===== config.mk =====
export PLATFORM = sky130hd
export DESIGN_NAME = glitch_monitor_flat
export DESIGN_NICKNAME = d
export VERILOG_FILES = /design/src/rtl/glitch_pkg.sv /design/src/rtl/glitch_monitor_if.sv /design/src/rtl/glitch_monitor_sync_edge.sv /design/src/rtl/glitch_monitor.sv /design/src/flat_wrapper.sv
export SDC_FILE = /design/constraint.sdc
export NUM_CORES = 1
export LEC_CHECK = 0
export CAP_MARGIN = 40
export CORE_MARGIN = 3
export CORE_UTILIZATION = 29
export CTS_CLUSTER_DIAMETER = 50
export DETAILED_ROUTE_END_ITERATION = 8
export HOLD_SLACK_MARGIN = 0.1
export SETUP_SLACK_MARGIN = 0.1
export SYNTH_ARGS = -nofsm -noshare
export SYNTH_HDL_FRONTEND = slang
export SYNTH_HIERARCHICAL = 1
export SYNTH_SLANG_ARGS = --single-unit
export TNS_END_PERCENT = 50

===== constraint.sdc =====
create_clock -name clk -period 7.3 [get_ports clk]
set_input_delay 1.46 -clock clk [delete_from_list [all_inputs] [get_ports clk]]
set_output_delay 1.46 -clock clk [all_outputs]
set_load 0.03 [all_outputs]

===== src/rtl/glitch_pkg.sv =====
// Shared types and widths for the glitch monitor.
package glitch_pkg;

    localparam int DELAY_W = 64;
    localparam int WIDTH_W = 32;

    typedef enum logic [2:0] {
        S_IDLE,
        S_ARMED,
        S_HIGH,
        S_REPORT,
        S_REARM
    } state_t;

endpackage


===== src/rtl/glitch_monitor_if.sv =====
// Result handshake bundle between the glitch monitor and its consumer.
interface glitch_monitor_if;
    import glitch_pkg::*;

    logic               result_valid;
    logic               result_ready;
    logic [DELAY_W-1:0] delay_count;
    logic [WIDTH_W-1:0] width_count;
    logic               timeout;
    logic               saturated;

    modport master (
        output result_valid,
        output delay_count,
        output width_count,
        output timeout,
        output saturated,
        input  result_ready
    );

    modport slave (
        input  result_valid,
        input  delay_count,
        input  width_count,
        input  timeout,
        input  saturated,
        output result_ready
    );

endinterface


===== src/rtl/glitch_monitor_sync_edge.sv =====
// Multi-flop synchronizer followed by rise/fall pulse detection.
// Edges are only reported once the synchronizer holds a real post-reset
// sample, so a line that is already high when reset releases never
// produces a rise.
module sync_edge #(
    parameter int SYNC_STAGES = 2
) (
    input  logic clk,
    input  logic rst,
    input  logic d,
    output logic q,
    output logic rise,
    output logic fall
);
    logic [SYNC_STAGES-1:0] r_sync;
    logic [SYNC_STAGES-1:0] r_fill;
    logic                   r_prev;
    logic                   w_valid;
    logic                   w_level;

    assign w_valid = r_fill[SYNC_STAGES-1];
    assign w_level = r_sync[SYNC_STAGES-1];

    // Shift the input and a fill marker through the synchronizer chain.
    always_ff @(posedge clk or posedge rst) begin
        if (rst) begin
            r_sync <= '0;
            r_fill <= '0;
            // Previous sample starts high: a rise needs a genuine low first.
            r_prev <= 1'b1;
        end else begin
            // NOTE: non-blocking assignments make every flop sample the old
            // value of its neighbour, which is what builds the shift chain.
            r_sync <= {r_sync[SYNC_STAGES-2:0], d};
            r_fill <= {r_fill[SYNC_STAGES-2:0], 1'b1};
            r_prev <= w_valid ? w_level : 1'b1;
        end
    end

    assign q    = w_valid & w_level;
    assign rise = w_valid & w_level & ~r_prev;
    assign fall = w_valid & ~w_level & r_prev;

endmodule


===== src/rtl/glitch_monitor.sv =====
// Measures trigger-to-glitch delay and glitch width in clk cycles and
// presents the result through a valid/ready handshake.
module glitch_monitor
    import glitch_pkg::*;
#(
    parameter logic [DELAY_W-1:0] TIMEOUT_CYCLES = 64'd204_000_000,
    parameter int                 SYNC_STAGES    = 2
) (
    input  logic             clk,
    input  logic             rst,
    input  logic             trigger,
    input  logic             glitch,
    output logic             busy,
    glitch_monitor_if.master res
);
    localparam logic [DELAY_W-1:0] DELAY_MAX = '1;
    localparam logic [WIDTH_W-1:0] WIDTH_MAX = '1;

    logic w_trig_level, w_trig_rise, w_trig_fall;
    logic w_glitch_level, w_glitch_rise, w_glitch_fall;
    logic w_unused;

    state_t             r_state, w_state_nxt;
    logic [DELAY_W-1:0] r_delay, w_delay_nxt, w_delay_inc;
    logic [WIDTH_W-1:0] r_width, w_width_nxt, w_width_inc;
    logic               r_sat, w_sat_nxt, r_tmo, w_tmo_nxt;
    logic               w_delay_hit, w_width_hit, w_load;

    logic [DELAY_W-1:0] r_res_delay;
    logic [WIDTH_W-1:0] r_res_width;
    logic               r_res_tmo, r_res_sat;

    sync_edge #(.SYNC_STAGES(SYNC_STAGES)) u_sync_trigger (
        .clk  (clk),
        .rst  (rst),
        .d    (trigger),
        .q    (w_trig_level),
        .rise (w_trig_rise),
        .fall (w_trig_fall)
    );

    sync_edge #(.SYNC_STAGES(SYNC_STAGES)) u_sync_glitch (
        .clk  (clk),
        .rst  (rst),
        .d    (glitch),
        .q    (w_glitch_level),
        .rise (w_glitch_rise),
        .fall (w_glitch_fall)
    );

    // Trigger falls and the glitch level are not needed by the FSM.
    assign w_unused = w_trig_fall | w_glitch_level;

    // Saturating increments: stick at all-ones and flag when reached.
    assign w_delay_inc = (r_delay == DELAY_MAX) ? DELAY_MAX : r_delay + DELAY_W'(1);
    assign w_width_inc = (r_width == WIDTH_MAX) ? WIDTH_MAX : r_width + WIDTH_W'(1);
    assign w_delay_hit = (w_delay_inc == DELAY_MAX);
    assign w_width_hit = (w_width_inc == WIDTH_MAX);

    // Next-state and counter update logic.
    always_comb begin
        // NOTE: every signal gets its hold value first so no path through
        // the case statement can leave one unassigned and infer a latch.
        w_state_nxt = r_state;
        w_delay_nxt = r_delay;
        w_width_nxt = r_width;
        w_sat_nxt   = r_sat;
        w_tmo_nxt   = r_tmo;
        w_load      = 1'b0;

        case (r_state)
            S_IDLE: begin
                if (w_trig_rise) begin
                    w_delay_nxt = '0;
                    w_width_nxt = '0;
                    w_sat_nxt   = 1'b0;
                    w_tmo_nxt   = 1'b0;
                    if (w_glitch_rise) begin
                        w_width_nxt = WIDTH_W'(1);
                        w_state_nxt = S_HIGH;
                    end else begin
                        w_state_nxt = S_ARMED;
                    end
                end
            end
            S_ARMED: begin
                w_delay_nxt = w_delay_inc;
                w_sat_nxt   = r_sat | w_delay_hit;
                if (w_glitch_rise) begin
                    w_width_nxt = WIDTH_W'(1);
                    w_state_nxt = S_HIGH;
                end else if (w_delay_inc >= TIMEOUT_CYCLES) begin
                    w_tmo_nxt   = 1'b1;
                    w_width_nxt = '0;
                    w_load      = 1'b1;
                    w_state_nxt = S_REPORT;
                end
            end
            S_HIGH: begin
                if (w_glitch_fall) begin
                    w_load      = 1'b1;
                    w_state_nxt = S_REPORT;
                end else begin
                    w_width_nxt = w_width_inc;
                    w_sat_nxt   = r_sat | w_width_hit;
                end
            end
            S_REPORT: begin
                if (res.result_ready) begin
                    w_state_nxt = w_trig_level ? S_REARM : S_IDLE;
                end
            end
            S_REARM: begin
                if (!w_trig_level) begin
                    w_state_nxt = S_IDLE;
                end
            end
            default: w_state_nxt = S_IDLE;
        endcase
    end

    // State and working counters.
    always_ff @(posedge clk or posedge rst) begin
        if (rst) begin
            r_state <= S_IDLE;
            r_delay <= '0;
            r_width <= '0;
            r_sat   <= 1'b0;
            r_tmo   <= 1'b0;
        end else begin
            r_state <= w_state_nxt;
            r_delay <= w_delay_nxt;
            r_width <= w_width_nxt;
            r_sat   <= w_sat_nxt;
            r_tmo   <= w_tmo_nxt;
        end
    end

    // Result registers: captured on REPORT entry, held until the next one.
    always_ff @(posedge clk or posedge rst) begin
        if (rst) begin
            r_res_delay <= '0;
            r_res_width <= '0;
            r_res_tmo   <= 1'b0;
            r_res_sat   <= 1'b0;
        end else if (w_load) begin
            r_res_delay <= w_delay_nxt;
            r_res_width <= w_width_nxt;
            r_res_tmo   <= w_tmo_nxt;
            r_res_sat   <= w_sat_nxt;
        end
    end

    assign busy             = (r_state != S_IDLE);
    assign res.result_valid = (r_state == S_REPORT);
    assign res.delay_count  = r_res_delay;
    assign res.width_count  = r_res_width;
    assign res.timeout      = r_res_tmo;
    assign res.saturated    = r_res_sat;

endmodule


===== src/flat_wrapper.sv =====
// flat-port wrapper written by rule: the top's interface ports become plain ports
module glitch_monitor_flat import glitch_pkg::*;
#(
    parameter logic [DELAY_W-1:0] TIMEOUT_CYCLES = 64'd204_000_000,
    parameter int                 SYNC_STAGES    = 2
)
  (clk, rst, trigger, glitch, busy, res_result_valid, res_delay_count, res_width_count, res_timeout, res_saturated, res_result_ready);
  glitch_monitor_if res_i ();
  input  logic clk;
  input  logic rst;
  input  logic trigger;
  input  logic glitch;
  output logic busy;
  output wire logic [$bits(res_i.result_valid)-1:0] res_result_valid;
  output wire logic [$bits(res_i.delay_count)-1:0] res_delay_count;
  output wire logic [$bits(res_i.width_count)-1:0] res_width_count;
  output wire logic [$bits(res_i.timeout)-1:0] res_timeout;
  output wire logic [$bits(res_i.saturated)-1:0] res_saturated;
  input wire logic [$bits(res_i.result_ready)-1:0] res_result_ready;
  assign res_result_valid = res_i.result_valid;
  assign res_delay_count = res_i.delay_count;
  assign res_width_count = res_i.width_count;
  assign res_timeout = res_i.timeout;
  assign res_saturated = res_i.saturated;
  assign res_i.result_ready = res_result_ready;
  glitch_monitor #(.TIMEOUT_CYCLES(TIMEOUT_CYCLES), .SYNC_STAGES(SYNC_STAGES)) u_core (.clk(clk), .rst(rst), .trigger(trigger), .glitch(glitch), .busy(busy), .res(res_i));
endmodule

# --- After elaboration in Yosys (flattened, before gate mapping) ---
# Cells that the tools add are included.
op_classes:
  n_mux: 32
  order_cmp: 1
  reduce_logical: 3
  bitwise: 11
  n_addsub: 2
  multipliers: 0
  n_eq_ne: 13
  div: 0
  n_shift: 0
op_table:
  columns: ["op", "count"]
  rows:
  - ["$mux W32", 5]
  - ["$eq A64 B64 Y1 const B", 2]
  - ["$mux W64", 2]
  - ["$pmux W64 S2", 1]
  - ["$pmux W32 S3", 1]
  - ["$add A64 B1 Y64 const B", 1]
  - ["$eq A32 B32 Y1 const B", 2]
  - ["$ge A64 B28 Y1 const B", 1]
  - ["$add A32 B1 Y32 const B", 1]
  - ["$mux W3", 7]
  - ["$pmux W3 S5", 1]
  - ["$mux W1", 11]
  - ["$and A1 B1 Y1", 6]
  - ["$eq A3 B2 Y1 const B", 2]
  - ["$ne A2 B2 Y1 const B", 3]
  - ["$reduce_and A5 Y1", 1]
  - ["$pmux W1 S2", 2]
  - ["$eq A3 B1 Y1 const B", 1]
  - ["$eq A3 B3 Y1 const B", 1]
  - ["$logic_not A3 Y1", 1]
  - ["$ne A3 B2 Y1 const B", 1]
  - ["$not A1 Y1", 3]
  - ["$pmux W1 S3", 1]
  - ["$reduce_bool A3 Y1", 1]
  - ["other kinds (3)", 4]
totals:
  register_bits: 209
  input_bits: 5
  ramBits: 0
  mem_count: 0
  word_cells: 77
  mem_bits_ro: 0
  latchBits: 0

# --- Depth between registers and ports, before layout ---
# Gate-level depths: netlist (run 1).
depth:
  word_depth: 6
  mapped_depth: 16
  mapped_depth_nobuf: 11

# --- By module ---
# The synthesis (run 1) kept the hierarchy.
by_module_without_submodules:
  columns: ["module", "instances", "cells_each", "area_each_um2"]
  rows:
  - ["glitch_monitor", 1, 1304, 11521.0]
  - ["sync_edge", 2, 11, 165.2]

# --- Worst setup path before layout (run 1) ---
# No wires, ideal clock.
synth_path:
  path_kind: "reg2reg"
  start: "register u_core.r_delay[27]"
  end: "register u_core.r_res_width[10] (netlist: u_core/res.width_count[10])"
  path_stages_with_launch: 14
  period_less_slack_ns: 4.068
  slack_ns: 3.232
  t_arrival_ns: 3.944
  required_time_ns: 7.175
  setup_time_ns: 0.125
  path_cell_list: "dfrtp_1 > clkbuf_1 > nand4_1 > or4_1 > clkbuf_1 > nor4_1 > mux2_2 > nand2b_1 > or4_1 > a211oi_2 > nand2_1 > a21oi_4 > buf_2 > mux2_2"
synth_via:
  elab_chain_len: 6
  elab_cells_between_ends: 10
synth_lines:
  columns: ["element", "line_no", "source"]
  rows:
  - ["start, declared", "glitch_monitor.sv:24", "logic [DELAY_W-1:0] r_delay, w_delay_nxt, w_delay_inc;"]
  - ["start signal, assigned", "glitch_monitor.sv:132", "r_delay <= w_delay_nxt;"]
  - ["$add A64 B1 Y64 / $eq A64 B64 Y1 (equally long branches)", "glitch_monitor.sv:55", "assign w_delay_inc = (r_delay == DELAY_MAX) ? DELAY_MAX : r_delay + DELAY_W'(1);"]
  - ["$mux W64 (*)", "glitch_monitor.sv:55", null]
  - ["$ge A64 B28 Y1 (*)", "glitch_monitor.sv:92", "end else if (w_delay_inc >= TIMEOUT_CYCLES) begin"]
  - ["$mux W32 / $mux W1 (equally long branches)", "glitch_monitor.sv:92", null]
  - ["$mux W32 / $mux W1 (equally long branches)", "glitch_monitor.sv:89", "if (w_glitch_rise) begin"]
  - ["$pmux W32 S3 / $pmux W1 S2 (equally long branches)", "glitch_monitor.sv:71", "case (r_state)"]
  - ["end signal, assigned", "glitch_monitor.sv:148", "r_res_width <= w_width_nxt;"]
  - ["end, declared", "glitch_monitor.sv:30", "logic [WIDTH_W-1:0] r_res_width;"]
# Mark *: on every way between the ends. The rest lies on a longest branch, timed or not.
# A chain may end at the register's enable or synchronous reset.

# --- Worst setup path in the final report (run 1) ---
layout_path:
  start: "register u_core.r_delay[8]"
  end: "register u_core.r_res_delay[25] (netlist: u_core/res.delay_count[25])"
layout_via:
  elab_chain_len: 6
  elab_cells_between_ends: 8
layout_lines:
  columns: ["element", "line_no", "source"]
  rows:
  - ["$add A64 B1 Y64 / $eq A64 B64 Y1 (equally long branches)", "glitch_monitor.sv:55", null]
  - ["$mux W64 (*)", "glitch_monitor.sv:55", null]
  - ["$ge A64 B28 Y1", "glitch_monitor.sv:92", null]
  - ["$mux W1", "glitch_monitor.sv:92", null]
  - ["$mux W1", "glitch_monitor.sv:89", null]
  - ["$pmux W1 S2", "glitch_monitor.sv:71", null]
  - ["end signal, assigned", "glitch_monitor.sv:147", "r_res_delay <= w_delay_nxt;"]
  - ["end, declared", "glitch_monitor.sv:29", "logic [DELAY_W-1:0] r_res_delay;"]
# Marked as above.

==> results.py, run 1 <==
metrics = {
    "placed_design": {
        "place_congestion": 0.974,
        "port_buffers": 104,
        "dp.cells": 1870,
        "dp_hpwl_um": 26600,
    },
    "global_routing": {
        "grtUsageMet1_pct": 24.6,
        "grt_remaining_overflow": 0,
        "grt_use_total_pct": 17.0,
        "antenna_found_initial": 0,
        "busiest_layer": "met2",
        "first_global_vias": 10187,
        "grtUsageMet3_pct": 2.64,
        "grt_first_pass_wirelength_um": 60300,
        "grt_max_degree": 84,
        "use_met2_pct": 27.0,
    },
    "route": {
        "vias_per_cell": 5.47,
        "vias": 10522,
        "drt-total-wl_um": 37600,
        "wl_per_cell_um": 19.5,
        "drt_iter0_markers": 747,
        "dr.pass1.iters": 5,
        "final_antenna_net_count": 0,
        "drc_errors": 0,
    },
    "worst_setup_path": {
        "crit_cells": 11,
        "endpoint_kind": "flop",
        "reg2reg_slack_ps": 1610,
        "cp_top_family": "simple AND/OR/NAND/NOR gates",
        "critPathMaxFanout": 26,
        "ff2ff_path_depth": 11,
        "crit_chain": "and3_1, nand4_1, or4_1, nor3_1, xnor2_1, nand4_1, nor4_1, nand2_1, a21oi_4, buf_4, mux2_2",
        "r2r-end": "u_core/res.delay_count[25]",
        "r2r_start": "u_core/r_delay[8]",
        "crit_type": "reg -> reg",
        "cp.buffers_inverters": 1,
        "crit_start": "u_core/r_delay[8]",
        "worst_path_max_delay_cell": "or4_1",
        "cp-start-kind": "flop",
        "cp.required_ps": 7740,
        "critPathMaxStageDelay_ps": 1000,
        "critPathArrivalTime_ps": 6130,
        "path_common_cell": "nand4_1",
    },
    "clock_network": {
        "cts_tree": "done",
        "h-tree-depth": 1,
        "hold_buffers": 0,
        "cts_resized": 0,
        "cts_num_sinks": 209,
        "clk_pin_slew_ps": 60,
        "cts-root-buf": "clkbuf_16",
        "clock_latency_ps": 570,
        "clock_path_buffers": 3,
        "numCtsBuffers": 29,
        "post_cts_buffers": 0,
    },
    "layout": {
        "final_cell_mix": "207 x dfrtp_1, 142 x o21ai_0, 129 x nand2_1, 104 x clkdlybuf4s50_1, 96 x nor2_1",
        "drive_above_1_share_pct": 10.5,
        "diodes": 0,
        "finalNetCount": 1383,
        "layout.cells.most_common": "dfrtp_1",
        "syn_to_final_growth_pct": 20.9,
        "final_cells": 1924,
    },
    "hold_path": {
        "min_to": "u_core/u_sync_glitch/r_sync[1]",
        "min_path_cells": 0,
        "min_from": "u_core/u_sync_glitch/r_sync[0]",
        "hp-class": "reg -> reg",
    },
    "timing": {
        "timing.fmax_mhz": 176,
        "slew_headroom_pct": 45.6,
        "setup_viol_count_final": 0,
        "layout_min_cycle_time_ps": 5690,
        "tightestPinTransition_ps": 812,
        "fin_skew_ps": 12.0,
        "rsz0062_at_grt": "no",
        "fin_tns_setup_ps": 0,
        "fin_crit_sh_pct": 77.9,
        "finalMaxSlewViolations": 0,
        "hold_viol_final": 0,
    },
    "floorplan": {
        "initial_core_util_pct": 29.6,
        "die_w_um": 208,
        "rows": 73,
        "core_mm2": 0.0400,
        "ios": 105,
        "die_h_um": 208,
        "fp.dieArea_mm2": 0.0433,
    },
    "synth": {
        "synth_nets": 1331,
        "ys_warn_count": 6,
        "avgSynthCellArea_um2": 8.94,
        "syn_inst": 1324,
        "synthesis.area_mm2": 0.0118,
    },
    "job": {
        "max_cap_viol_count": 0,
    },
    "power_and_ir_drop": {
        "totalPowerFinal_uw": 3430,
        "max-vdd-ir-drop_mv": 0.170,
        "p_leak_uw": 0.00619,
        "powerDensity_mw_per_mm2": 239,
    },
    "outcome": {
        "status": "complete, no violations",
    },
}
==> state kept, by name, summed over array words and instances (netlist names), 2 cells and up <==
| name | count |
|---|---|
| u_core/r_delay | 64 |
| u_core/res.delay_count | 64 |
| u_core/r_width | 32 |
| u_core/res.width_count | 32 |
| u_core/r_state | 3 |
| u_core/u_sync_glitch/r_fill | 2 |
| u_core/u_sync_glitch/r_sync | 2 |
| u_core/u_sync_trigger/r_fill | 2 |
| u_core/u_sync_trigger/r_sync | 2 |
==> per-stage QoR <==
stage          setup WS, ps  util (%)  cell area, um^2  hold WS [ps]
2_1_floorplan           414         -            11800           331
4_1_cts                1630      35.8            14300           357
3_3_place_gp           1720      33.1            13300           332
6_report               1610      35.8            14300           357
5_1_grt                1230      35.8            14300           365
3_5_place_dp           1630      33.3            13300           344
==> worst max path at each step <==
stage / endpoint
CTS: u_core/res.delay_count[25]
floorplan: u_core/r_delay[0]
detailed placement: u_core/res.width_count[3]
global placement: u_core/res.width_count[8]
finish: u_core/res.delay_count[25]
global route: u_core/res.delay_count[22]
==> worst reg2reg max path, stage by stage (launching register included) <==
cell and delay, ps:
dfrtp_1 550, and3_1 290, nand4_1 550, or4_1 1000
nor3_1 350, xnor2_1 300, nand4_1 200, nor4_1 610
nand2_1 220, a21oi_4 660, buf_4 450, mux2_2 390
==> cell type report <==
type                    instances  area [um^2]
fillers                      4093        25700
multi-input cells             978         6060
flip-flops and latches        209         5230
repair buffers                123         1230
clock buffers                  35          778
well taps                     525          657
clock inverters                19          215
inverters                      35          139
==> per-layer routing <==
| layer | vias up | wire length [um] |
|---|---|---|
| li1 | 4910 | - |
| met4 | 0 | 559 |
| met5 | - | 0 |
| met3 | 40 | 2380 |
| met2 | 370 | 17100 |
| met1 | 5202 | 17600 |
==> power breakdown <==
group / switching, uW / leakage [uW] / internal (uW) / total [uW]
Combinational: 516 / 0.00282 / 218 / 734
Sequential: 66.6 / 0.00288 / 1200 / 1260
Clock: 576 / 0.000492 / 853 / 1430
(Power assumes the default switching activity.)
==> run 2: changes to the inputs <==
- clock period: 7.3 -> 5.32 ns (I/O delays scaled with it)
==> results.py, run 2 (synthesized netlist as in run 1, its figures left out) <==
metrics = {
    "power_and_ir_drop": {
        "p_leak_uw": 0.00632,
        "powerDensity_mw_per_mm2": 326,
        "max-vdd-ir-drop_mv": 0.322,
    },
    "layout": {
        "drive_above_1_share_pct": 12.1,
        "final_cells": 1951,
        "diodes": 0,
        "syn_to_final_growth_pct": 22.6,
        "fillers": 4095,
        "final_core_util_pct": 36.3,
        "layout.cells.most_common": "dfrtp_1",
        "finalNetCount": 1408,
        "final_cell_mix": "207 x dfrtp_1, 142 x o21ai_0, 129 x nand2_1, 104 x clkdlybuf4s50_1, 96 x nor2_1",
        "stdcell_area_mm2": 0.0145,
    },
    "global_routing": {
        "grt_use_total_pct": 17.0,
        "grt_first_pass_wirelength_um": 60300,
        "grt_remaining_overflow": 0,
        "first_global_vias": 10224,
        "antenna_found_initial": 0,
        "grt_max_degree": 84,
    },
    "placed_design": {
        "dpl_worst_slack_ps": 407,
        "place_congestion": 0.981,
        "post_dp_cell_area_mm2": 0.0135,
        "port_buffers": 104,
        "dp_hpwl_um": 27100,
        "dp.cells": 1893,
    },
    "route": {
        "wl_per_cell_um": 19.3,
        "drt-total-wl_um": 37700,
        "dr.pass1.iters": 6,
        "vias_per_cell": 5.42,
        "drc_errors": 0,
        "final_antenna_net_count": 0,
        "drt_iter0_markers": 973,
        "vias": 10565,
    },
    "floorplan": {
        "initial_core_util_pct": 29.6,
        "rows": 73,
        "ios": 105,
        "core_mm2": 0.0400,
        "die_h_um": 208,
        "die_w_um": 208,
        "fp.dieArea_mm2": 0.0433,
    },
    "timing": {
        "hold_viol_final": 0,
        "fin_crit_sh_pct": 89.8,
        "setup_viol_count_final": 0,
        "fin_tns_setup_ps": 0,
        "layout_min_cycle_time_ps": 4780,
        "fin_skew_ps": 20.3,
        "timing.fmax_mhz": 209,
        "tightestPinTransition_ps": 820,
        "fin_ws_ps": 540,
        "rsz0062_at_grt": "no",
        "finalMaxSlewViolations": 0,
        "slew_headroom_pct": 45.2,
    },
    "clock_network": {
        "clock_path_buffers": 3,
        "numCtsBuffers": 31,
        "cts_num_sinks": 209,
        "clock_latency_ps": 570,
        "cts_tree": "done",
        "cts-root-buf": "clkbuf_16",
        "h-tree-depth": 1,
        "post_cts_buffers": 0,
        "clk_pin_slew_ps": 60,
    },
    "worst_setup_path": {
        "endpoint_kind": "flop",
        "critPathArrivalTime_ps": 5240,
        "cp-start-kind": "flop",
        "crit_type": "reg -> reg",
        "critPathMaxFanout": 22,
        "cp.required_ps": 5780,
    },
    "job": {
        "max_cap_viol_count": 0,
    },
    "hold_path": {
        "hp-class": "reg -> reg",
    },
    "outcome": {
        "status": "complete, no violations",
    },
}
[run 2: layer usage]
layer	vias to the layer above	routed length [um]	global-route usage (%)
met3	52	2150	2.58
met2	343	16800	26.5
met5	-	0	0
li1	4959	-	-
met1	5211	18000	24.8
met4	0	803	4.23
[run 2: power by group]
| part | internal, uW | total [uW] | leakage (uW) | switching (uW) |
|---|---|---|---|---|
| logic | 298 | 1000 | 0.00293 | 705 |
| registers | 1640 | 1730 | 0.00288 | 86.9 |
| clock network | 1170 | 1990 | 0.000507 | 818 |
| total | 3120 | 4730 | 0.00632 | 1610 |
[run 2: worst paths after layout]
kind                       slack, ps                           start                               to  cells past startpoint
setup / recovery                 540               u_core/r_delay[0]       u_core/res.width_count[12]                     12
hold / removal                   350  u_core/u_sync_glitch/r_sync[0]   u_core/u_sync_glitch/r_sync[1]                      0
setup reg to reg                 540               u_core/r_delay[0]       u_core/res.width_count[12]                     12
hold reg to reg                  350  u_core/u_sync_glitch/r_sync[0]   u_core/u_sync_glitch/r_sync[1]                      0
max in group asynchronous       3420                             rst               u_core/r_delay[34]                      3
min in group asynchronous        810                             rst  u_core/u_sync_trigger/r_fill[0]                      2
[run 2: what timing repair did]
action,CTS,global route
hold buffers,0,0
resized for setup,0,1
setup endpoints to repair,0,73
[run 2: cell type report]
class | instances | area (um^2) | share of cell area [%]
Multi-Input combinational cell | 978 | 6060 | 41.8
Inverter | 35 | 135 | 0.931
Tap cell | 525 | 657 | 4.53
Clock inverter | 18 | 166 | 1.15
Clock buffer | 40 | 860 | 5.92
Timing Repair Buffer | 146 | 1400 | 9.66
Sequential cell | 209 | 5230 | 36.1
[run 2: through the flow]
stage / hold slack, ps / total power [uW]
5_1_grt: 356 / 4980
3_3_place_gp: 332 / 2740
3_5_place_dp: 335 / 2760
6_report: 347 / 4730
2_1_floorplan: 331 / 2430
4_1_cts: 348 / 4790
[run 2: critical path, cell delays in order, from the launching register on]
cell     delay, ps
dfrtp_1        430
ha_1           370
and4_1         340
nand4_1        260
or3_1          680
o31a_1         390
nor4b_1        470
nand4_1        230
nor4_2         360
nand2_1        190
a21oi_4        270
buf_4          320
mux2_2         370
